--- src/rtl/sprite_pkg.sv ---
// Purpose  : shared constants, bus width codes and FSM state type for the sprite frame loader.
// Latency  : n/a (package only).
// Backpres.: n/a; the sprite host bus has no stall, every write strobe is accepted.
// Contents : frame/bitmap geometry, control-register bit masks, state_t, ctrl_word().
// Config   : SPRITE_BMP_LOAD_EN adds the bitmap upload states to state_t.
package sprite_pkg;

    localparam int NUM_SPRITES = 8;    // objects per frame, one descriptor word each
    localparam int DESC_AW     = 8;    // descriptor memory word-address width
    localparam int SPR_AW      = 6;    // sprite host bus byte-address width
    localparam int CNT_W       = 4;    // wide enough for NUM_SPRITES and BMP_WORDS
    localparam int OBJ_BYTES   = 4;

    localparam logic [SPR_AW-1:0]  CTRL_ADDR = 6'd63;
    localparam logic [SPR_AW-1:0]  BMP_BASE  = 6'd32;
    localparam int                 BMP_WORDS = 7;
    localparam logic [DESC_AW-1:0] BMP_SRC   = 8'hC0;

    // spr_write_n encodings
    localparam logic [1:0] W_BYTE = 2'b00;
    localparam logic [1:0] W_WORD = 2'b10;
    localparam logic [1:0] W_IDLE = 2'b11;

    // sprite control register bits
    localparam logic [7:0] CTRL_BMP_WE  = 8'h01;
    localparam logic [7:0] CTRL_STG_RDY = 8'h02;

    typedef enum logic [2:0] {
        ST_IDLE,
`ifdef SPRITE_BMP_LOAD_EN
        ST_BMP_OPEN,
        ST_BMP_DATA,
        ST_BMP_CLOSE,
`endif
        ST_OBJ,
        ST_COMMIT,
        ST_DONE
    } state_t;

    function automatic logic [31:0] ctrl_word(input logic [7:0] bits);
        return {24'd0, bits};
    endfunction

endpackage

--- src/rtl/sprite_frame_loader_if.sv ---
// Purpose  : descriptor-memory read port plus sprite host-bus write port of the loader.
// Latency  : desc_data is valid exactly one cycle after desc_rd.
// Backpres.: none; both sides accept one access per cycle unconditionally.
// master = loader (drives reads and bus writes); slave = memory / sprite unit side.
interface sprite_frame_loader_if;
    import sprite_pkg::*;

    logic               desc_rd;
    logic [DESC_AW-1:0] desc_addr;
    logic [31:0]        desc_data;
    logic [SPR_AW-1:0]  spr_address;
    logic [31:0]        spr_wdata;
    logic [1:0]         spr_write_n;
    logic [1:0]         spr_read_n;

    modport master (
        output desc_rd, desc_addr, spr_address, spr_wdata, spr_write_n, spr_read_n,
        input  desc_data
    );

    modport slave (
        input  desc_rd, desc_addr, spr_address, spr_wdata, spr_write_n, spr_read_n,
        output desc_data
    );

endinterface

--- src/rtl/sprite_word_pump.sv ---
// Purpose  : read-then-write pipeline copying count words from src (word addr) to dst (byte addr).
// Latency  : read k issued 1+k cycles after start_i, matching write one cycle after its read.
// Backpres.: none; streams one word per cycle once started.
// Ports    : start_i/count_i/src_i/dst_i launch a burst; desc_rd_o/desc_addr_o drive the memory;
//            wr_o/wr_addr_o mark the cycle the read data is on desc_data; last_o flags the final write.
module sprite_word_pump
    import sprite_pkg::*;
(
    input  logic               clk,
    input  logic               rst_n,
    input  logic               start_i,
    input  logic [CNT_W-1:0]   count_i,
    input  logic [DESC_AW-1:0] src_i,
    input  logic [SPR_AW-1:0]  dst_i,
    output logic               desc_rd_o,
    output logic [DESC_AW-1:0] desc_addr_o,
    output logic               wr_o,
    output logic [SPR_AW-1:0]  wr_addr_o,
    output logic               last_o
);

    logic               rd_q, rd_d;
    logic [DESC_AW-1:0] addr_q, addr_d;
    logic [CNT_W-1:0]   left_q, left_d;      // reads still to issue after the current one
    logic [SPR_AW-1:0]  dst_q, dst_d;        // destination of the read issued this cycle
    logic               wr_q, wr_d;
    logic [SPR_AW-1:0]  wr_addr_q, wr_addr_d;
    logic               last_q, last_d;

    always_comb begin
        rd_d      = rd_q;
        addr_d    = addr_q;
        left_d    = left_q;
        dst_d     = dst_q;
        // write stage simply trails the read stage by one cycle
        wr_d      = rd_q;
        wr_addr_d = dst_q;
        last_d    = rd_q && (left_q == '0);
        if (start_i) begin
            rd_d   = 1'b1;
            addr_d = src_i;
            left_d = count_i - 1'b1;
            dst_d  = dst_i;
        end else if (rd_q) begin
            addr_d = addr_q + 1'b1;          // wraps modulo 2^DESC_AW
            dst_d  = dst_q + SPR_AW'(OBJ_BYTES);
            if (left_q == '0) begin
                rd_d = 1'b0;
            end else begin
                left_d = left_q - 1'b1;
            end
        end
    end

    always_ff @(posedge clk) begin
        if (!rst_n) begin
            rd_q      <= 1'b0;
            addr_q    <= '0;
            left_q    <= '0;
            dst_q     <= '0;
            wr_q      <= 1'b0;
            wr_addr_q <= '0;
            last_q    <= 1'b0;
        end else begin
            rd_q      <= rd_d;
            addr_q    <= addr_d;
            left_q    <= left_d;
            dst_q     <= dst_d;
            wr_q      <= wr_d;
            wr_addr_q <= wr_addr_d;
            last_q    <= last_d;
        end
    end

    assign desc_rd_o   = rd_q;
    assign desc_addr_o = addr_q;
    assign wr_o        = wr_q;
    assign wr_addr_o   = wr_addr_q;
    assign last_o      = last_q;

endmodule

--- src/rtl/sprite_frame_loader.sv ---
// Purpose  : on a staging trigger, copies NUM_SPRITES descriptors into the sprite staging table,
//            then writes STAGING_READY to the control register.
// Latency  : trigger at T -> reads T+1.., commit write T+N+2, done pulse T+N+3.
// Backpres.: none on the bus; one extra trigger is queued while busy, further ones pulse overrun.
// Ports    : clk, rst_n (sync, active-low); user_interrupt/start triggers; frame_base;
//            bmp_reload; bus (descriptor read + sprite host bus, master); busy/done/overrun.
// Config   : SPRITE_BMP_LOAD_EN enables the bitmap upload after reset and on bmp_reload.
module sprite_frame_loader
    import sprite_pkg::*;
(
    input  logic                  clk,
    input  logic                  rst_n,
    input  logic                  user_interrupt,
    input  logic                  start,
    input  logic [DESC_AW-1:0]    frame_base,
    input  logic                  bmp_reload,
    sprite_frame_loader_if.master bus,
    output logic                  busy,
    output logic                  done,
    output logic                  overrun
);

    logic   trig;
    state_t state_q, state_d;
    logic   pending_q, pending_d;
    logic   overrun_q, overrun_d;

    logic               pump_start;
    logic [CNT_W-1:0]   pump_cnt;
    logic [DESC_AW-1:0] pump_src;
    logic [SPR_AW-1:0]  pump_dst;
    logic               pump_wr;
    logic               pump_last;
    logic [SPR_AW-1:0]  pump_wr_addr;

    // both trigger sources in the same cycle collapse into one request
    assign trig = user_interrupt | start;

`ifdef SPRITE_BMP_LOAD_EN
    logic bmp_init_q, bmp_init_d;   // bitmap upload still owed since reset
`else
    logic bmp_reload_unused;
    assign bmp_reload_unused = bmp_reload;
`endif

    sprite_word_pump u_pump (
        .clk         (clk),
        .rst_n       (rst_n),
        .start_i     (pump_start),
        .count_i     (pump_cnt),
        .src_i       (pump_src),
        .dst_i       (pump_dst),
        .desc_rd_o   (bus.desc_rd),
        .desc_addr_o (bus.desc_addr),
        .wr_o        (pump_wr),
        .wr_addr_o   (pump_wr_addr),
        .last_o      (pump_last)
    );

    always_ff @(posedge clk) begin
        if (!rst_n) begin
            state_q    <= ST_IDLE;
            pending_q  <= 1'b0;
            overrun_q  <= 1'b0;
`ifdef SPRITE_BMP_LOAD_EN
            bmp_init_q <= 1'b1;
`endif
        end else begin
            state_q    <= state_d;
            pending_q  <= pending_d;
            overrun_q  <= overrun_d;
`ifdef SPRITE_BMP_LOAD_EN
            bmp_init_q <= bmp_init_d;
`endif
        end
    end

    always_comb begin
        state_d    = state_q;
        pending_d  = pending_q;
        overrun_d  = 1'b0;
        pump_start = 1'b0;
        pump_cnt   = CNT_W'(NUM_SPRITES);
        pump_src   = frame_base;
        pump_dst   = '0;
`ifdef SPRITE_BMP_LOAD_EN
        bmp_init_d = bmp_init_q;
`endif

        // Outside IDLE a trigger is queued once; a second one is dropped.
        // The hand-off states below consume the queue in the same cycle.
        if (trig && (state_q != ST_IDLE)) begin
            if (pending_q) overrun_d = 1'b1;
            else           pending_d = 1'b1;
        end

        case (state_q)
            ST_IDLE: begin
`ifdef SPRITE_BMP_LOAD_EN
                if (bmp_init_q || bmp_reload) begin
                    state_d    = ST_BMP_OPEN;
                    bmp_init_d = 1'b0;
                    pending_d  = pending_q | trig;
                end else
`endif
                if (trig) begin
                    pump_start = 1'b1;
                    state_d    = ST_OBJ;
                end
            end
`ifdef SPRITE_BMP_LOAD_EN
            ST_BMP_OPEN: begin
                pump_start = 1'b1;
                pump_cnt   = CNT_W'(BMP_WORDS);
                pump_src   = BMP_SRC;
                pump_dst   = BMP_BASE;
                state_d    = ST_BMP_DATA;
            end
            ST_BMP_DATA: begin
                if (pump_wr && pump_last) state_d = ST_BMP_CLOSE;
            end
`endif
            ST_OBJ: begin
                if (pump_wr && pump_last) state_d = ST_COMMIT;
            end
            ST_COMMIT: begin
                state_d = ST_DONE;
            end
`ifdef SPRITE_BMP_LOAD_EN
            ST_BMP_CLOSE,
`endif
            ST_DONE: begin
                // queued or fresh trigger launches the next object load right away
                if (pending_q || trig) begin
                    pump_start = 1'b1;
                    pending_d  = 1'b0;
                    state_d    = ST_OBJ;
                end else begin
                    state_d = ST_IDLE;
                end
            end
            default: state_d = ST_IDLE;
        endcase
    end

    // Host bus mux: control-register byte writes come from the FSM state, word writes
    // pass desc_data straight through in the cycle it arrives.
    always_comb begin
        bus.spr_write_n = W_IDLE;
        bus.spr_address = '0;
        bus.spr_wdata   = '0;
        case (state_q)
            ST_COMMIT: begin
                bus.spr_write_n = W_BYTE;
                bus.spr_address = CTRL_ADDR;
                bus.spr_wdata   = ctrl_word(CTRL_STG_RDY);
            end
`ifdef SPRITE_BMP_LOAD_EN
            ST_BMP_OPEN: begin
                bus.spr_write_n = W_BYTE;
                bus.spr_address = CTRL_ADDR;
                bus.spr_wdata   = ctrl_word(CTRL_BMP_WE);
            end
            ST_BMP_CLOSE: begin
                bus.spr_write_n = W_BYTE;
                bus.spr_address = CTRL_ADDR;
                bus.spr_wdata   = ctrl_word(8'h00);
            end
`endif
            default: begin
                if (pump_wr) begin
                    bus.spr_write_n = W_WORD;
                    bus.spr_address = pump_wr_addr;
                    bus.spr_wdata   = bus.desc_data;
                end
            end
        endcase
    end

    assign bus.spr_read_n = 2'b11;   // loader never reads the sprite bus
    assign busy    = (state_q != ST_IDLE) && (state_q != ST_DONE);
    assign done    = (state_q == ST_DONE);
    assign overrun = overrun_q;

endmodule
--- src/flat_wrapper.sv ---
// flat-port wrapper written by rule: the top's interface ports become plain ports
module sprite_frame_loader_flat import sprite_pkg::*;
  (clk, rst_n, user_interrupt, start, frame_base, bmp_reload, busy, done, overrun, bus_desc_rd, bus_desc_addr, bus_spr_address, bus_spr_wdata, bus_spr_write_n, bus_spr_read_n, bus_desc_data);
  sprite_frame_loader_if bus_i ();
  input  logic clk;
  input  logic rst_n;
  input  logic user_interrupt;
  input  logic start;
  input  logic [DESC_AW-1:0] frame_base;
  input  logic bmp_reload;
  output logic busy;
  output logic done;
  output logic overrun;
  output wire logic [$bits(bus_i.desc_rd)-1:0] bus_desc_rd;
  output wire logic [$bits(bus_i.desc_addr)-1:0] bus_desc_addr;
  output wire logic [$bits(bus_i.spr_address)-1:0] bus_spr_address;
  output wire logic [$bits(bus_i.spr_wdata)-1:0] bus_spr_wdata;
  output wire logic [$bits(bus_i.spr_write_n)-1:0] bus_spr_write_n;
  output wire logic [$bits(bus_i.spr_read_n)-1:0] bus_spr_read_n;
  input wire logic [$bits(bus_i.desc_data)-1:0] bus_desc_data;
  assign bus_desc_rd = bus_i.desc_rd;
  assign bus_desc_addr = bus_i.desc_addr;
  assign bus_spr_address = bus_i.spr_address;
  assign bus_spr_wdata = bus_i.spr_wdata;
  assign bus_spr_write_n = bus_i.spr_write_n;
  assign bus_spr_read_n = bus_i.spr_read_n;
  assign bus_i.desc_data = bus_desc_data;
  sprite_frame_loader u_core (.clk(clk), .rst_n(rst_n), .user_interrupt(user_interrupt), .start(start), .frame_base(frame_base), .bmp_reload(bmp_reload), .bus(bus_i), .busy(busy), .done(done), .overrun(overrun));
endmodule
--- config.mk ---
export PLATFORM = sky130hd
export DESIGN_NAME = sprite_frame_loader_flat
export DESIGN_NICKNAME = d
export VERILOG_FILES = /design/src/rtl/sprite_pkg.sv /design/src/rtl/sprite_frame_loader_if.sv /design/src/rtl/sprite_word_pump.sv /design/src/rtl/sprite_frame_loader.sv /design/src/flat_wrapper.sv
export SDC_FILE = /design/constraint.sdc
export NUM_CORES = 1
export LEC_CHECK = 0
export CORE_MARGIN = 5
export CORE_UTILIZATION = 23
export CTS_BUF_LIST = sky130_fd_sc_hd__clkbuf_8
export DETAILED_ROUTE_END_ITERATION = 12
export MAX_ROUTING_LAYER = met4
export SLEW_MARGIN = 20
export SYNTH_ARGS = -nofsm -noshare
export SYNTH_HDL_FRONTEND = slang
export SYNTH_SLANG_ARGS = --single-unit
export TNS_END_PERCENT = 30
--- constraint.sdc ---
create_clock -name clk -period 4.8 [get_ports clk]
set_input_delay 0.96 -clock clk [delete_from_list [all_inputs] [get_ports clk]]
set_output_delay 0.96 -clock clk [all_outputs]
set_load 0.02 [all_outputs]
==> reports/results.ini <==
[global_route]
antenna_found_initial=0
grt_pass1_vias=1554
overflow=0
use_met1_pct=14.8
grt_max_degree=32
grtUsageMet2_pct=19.1
grt_pass1_wl_um=7940
busiest_layer=met2
use_met3_pct=2.98
grtUsageTotal_pct=11.7

[worst_setup_path]
path_delay_family=buffers and inverters
critPathBufInv=3
slowest_delay_ps=630
cp.required_ps=3840
critPathLaunchType=flop
crit_arrival_ps=2200
cp_max_fo=31
cp_slowest_cell=clkdlybuf4s50_1
critPathCaptureType=primary output
path_class=flop to primary output
crit_chain=inv_1 > ha_1 > nor2b_1 > buf_4 > and2_1 > clkdlybuf4s50_1

[cts]
clock_latency_ps=270
clkSinkCount=27
cts.htree.levels=1
cts_buffer_depth=2
cts-hold-fix-buffers=0
postCtsSetupBuffers=0
cts_resized=0
clkTransAtPathRegs_ps=90
tritoncts=done
cts_root_buf=clkbuf_8
cts_made_buffers=3

[sta]
relSlewSlack_pct=53.0
finalCriticalPeriod_ps=3160
max_freq_mhz=316
tightest_slew_ps=705
setup_violations=0
rsz0062_at_grt=false
slew_violations=0
hold_viol_final=0
fin_setup_tns_ps=0
fin_worst_skew_ps=3.80
finalCritPeriodShare_pct=65.8

[die]
die_area_sq_mm=0.00834
floorplan.initialDensity_pct=23.8
io_pins=99
num_rows=29
core_sq_mm=0.00639
fp.dieH_um=91.3
die_w_um=91.3

[route]
drc_errors=0
num_vias=1614
ant_nets=0
wl_per_cell_um=13.7
drtIter0Drc=66
drt-total-wl_um=4770
viasPerCell=4.64
drt-pass1-iter-count=4

[worst_hold_path]
hold_path_class=flop to flop

[yosys]
syn_inst=181
ys_seq_elements=27
syn-cell-area_sq_mm=0.00152
yosysSeqAreaShare_pct=35.5
syn_avg_cell_area_sq_um=8.41
yosysWarnings=0
synth_cell_types=34

[power]
powerDensity_mw_per_mm2=483
ir_drop_mv=0.255
power_leakage_nw=0.955

[place]
place_inst=344
hpwl_um=3840
place_congestion=0.728
placement.io_buffers=95

[final_layout]
stdcell_count=348
final_util_pct=40.2
drive_gt1_share_pct=3.32
final_common_cell=clkdlybuf4s50_1
layout_common_cells=clkdlybuf4s50_1 (95), and2_1 (35), dfxtp_1 (27)
final_nets=324
n_antenna_cell=0
fillers=651
syn2layout_area_growth_pct=68.9

[job]
max_cap_violations=0

[outcome]
status=complete, no violations

power by group:
group / leakage (nW) / total (mW) / switching, mW / internal [mW]
clock: 0.0269 / 0.125 / 0.0677 / 0.0573
sequential: 0.222 / 0.360 / 0.0737 / 0.286
combinational: 0.706 / 0.758 / 0.398 / 0.359
total: 0.955 / 1.24 / 0.539 / 0.703
cells in the mapped netlist, drive strengths merged:
cell	instances	area, sq um
and3	2	12.5
or3	5	31.3
or4	2	15.0
conb	1	3.75
inv	7	26.3
o21ba	1	10.0
o22ai	1	12.5
nor3b	2	15.0
a211oi	14	110
nor2b	1	6.26
nand4b	1	8.76
ha	7	87.6
a21o	1	7.51
xnor2	2	17.5
and2	35	219
xor2	5	43.8
buf	5	32.5
nand2	17	63.8
or3b	2	17.5
nor3	6	30.0
o31a	1	8.76
o21ai	8	40.0
nand4	4	25.0
mux2i	2	20.0
a311oi	3	26.3
clkbuf	6	22.5
nand3	3	15.0
dfxtp	27	541
a21oi	3	15.0
a21boi	1	7.51
nor2	3	11.3
a31oi	3	18.8
cell type report:
class,count,area [sq um],share of cell area (%)
clock buffers,3,41.3,1.61
inverters,7,26.3,1.02
multi-input cells,137,903,35.2
repair buffers,96,958,37.3
well taps,77,96.3,3.75
clock inverters,1,3.75,0.146
flip-flops and latches,27,541,21.0
path summary, 6_finish.rpt:
check                                      startpoint                                   endpoint  slack, ps  cells past startpoint
setup / recovery       u_core.state_q[0]$_SDFFE_PN0P_                           bus_spr_wdata[8]       1640                      6
hold / removal    u_core.u_pump.dst_q[5]$_SDFFE_PP0P_      u_core.u_pump.wr_addr_o[5]$_SDFF_PN0_        490                      1
setup reg to reg       u_core.state_q[0]$_SDFFE_PN0P_  u_core.u_pump.desc_addr_o[7]$_SDFFE_PN0P_       2870                      5
hold reg to reg   u_core.u_pump.dst_q[5]$_SDFFE_PP0P_      u_core.u_pump.wr_addr_o[5]$_SDFF_PN0_        490                      1
worst reg2reg max path, delay by kind of cell, from the launching register on:
| kind | cells | cell delay, ps |
|---|---|---|
| AOI/OAI and AO/OA | 3 | 1090 |
| DFF | 1 | 380 |
| adders and majority gates | 1 | 240 |
| buffers and inverters | 1 | 90 |
registers in the layout, indices dropped and copies added, names as in the netlist:
register	count
u_core.state_q	2
u_core.u_pump.wr_addr_o	4
u_core.overrun	1
u_core.u_pump.wr_o	1
u_core.u_pump.last_o	1
u_core.pending_q	1
u_core.u_pump.dst_q	4
u_core.u_pump.left_q	4
u_core.u_pump.desc_rd_o	1
u_core.u_pump.desc_addr_o	8
stage by stage:
stage / worst slack (ps) / cell area [sq um] / hold WS [ps] / power (mW)
2_1_floorplan: 2450 / 1530 / 450 / 0.811
3_3_place_gp: 1670 / 2520 / 464 / 1.12
3_5_place_dp: 1670 / 2520 / 468 / 1.13
4_1_cts: 1590 / 2570 / 491 / 1.26
5_1_grt: 1450 / 2570 / 506 / 1.35
6_report: 1640 / 2570 / 488 / 1.24
cells by family (layout without fill, tap and decap cells):
family	after synthesis	in the layout	synth area share, %
AOI/OAI and AO/OA	36	36	16.9
xor gates and xnor gates	7	7	4.03
adders and majority gates	7	7	5.76
buffers and inverters	18	107	5.35
DFF	27	27	35.5
muxes	2	2	1.32
other	1	2	0.246
and+or+nand+nor	83	83	30.9
metal layers:
layer  vias up  routed length (um)
li1        813                   -
met1       720                2260
met2        81                2140
met3         0                 371
met4         0                   0
met5         -                   0
Power figures use the tool's default switching activity.
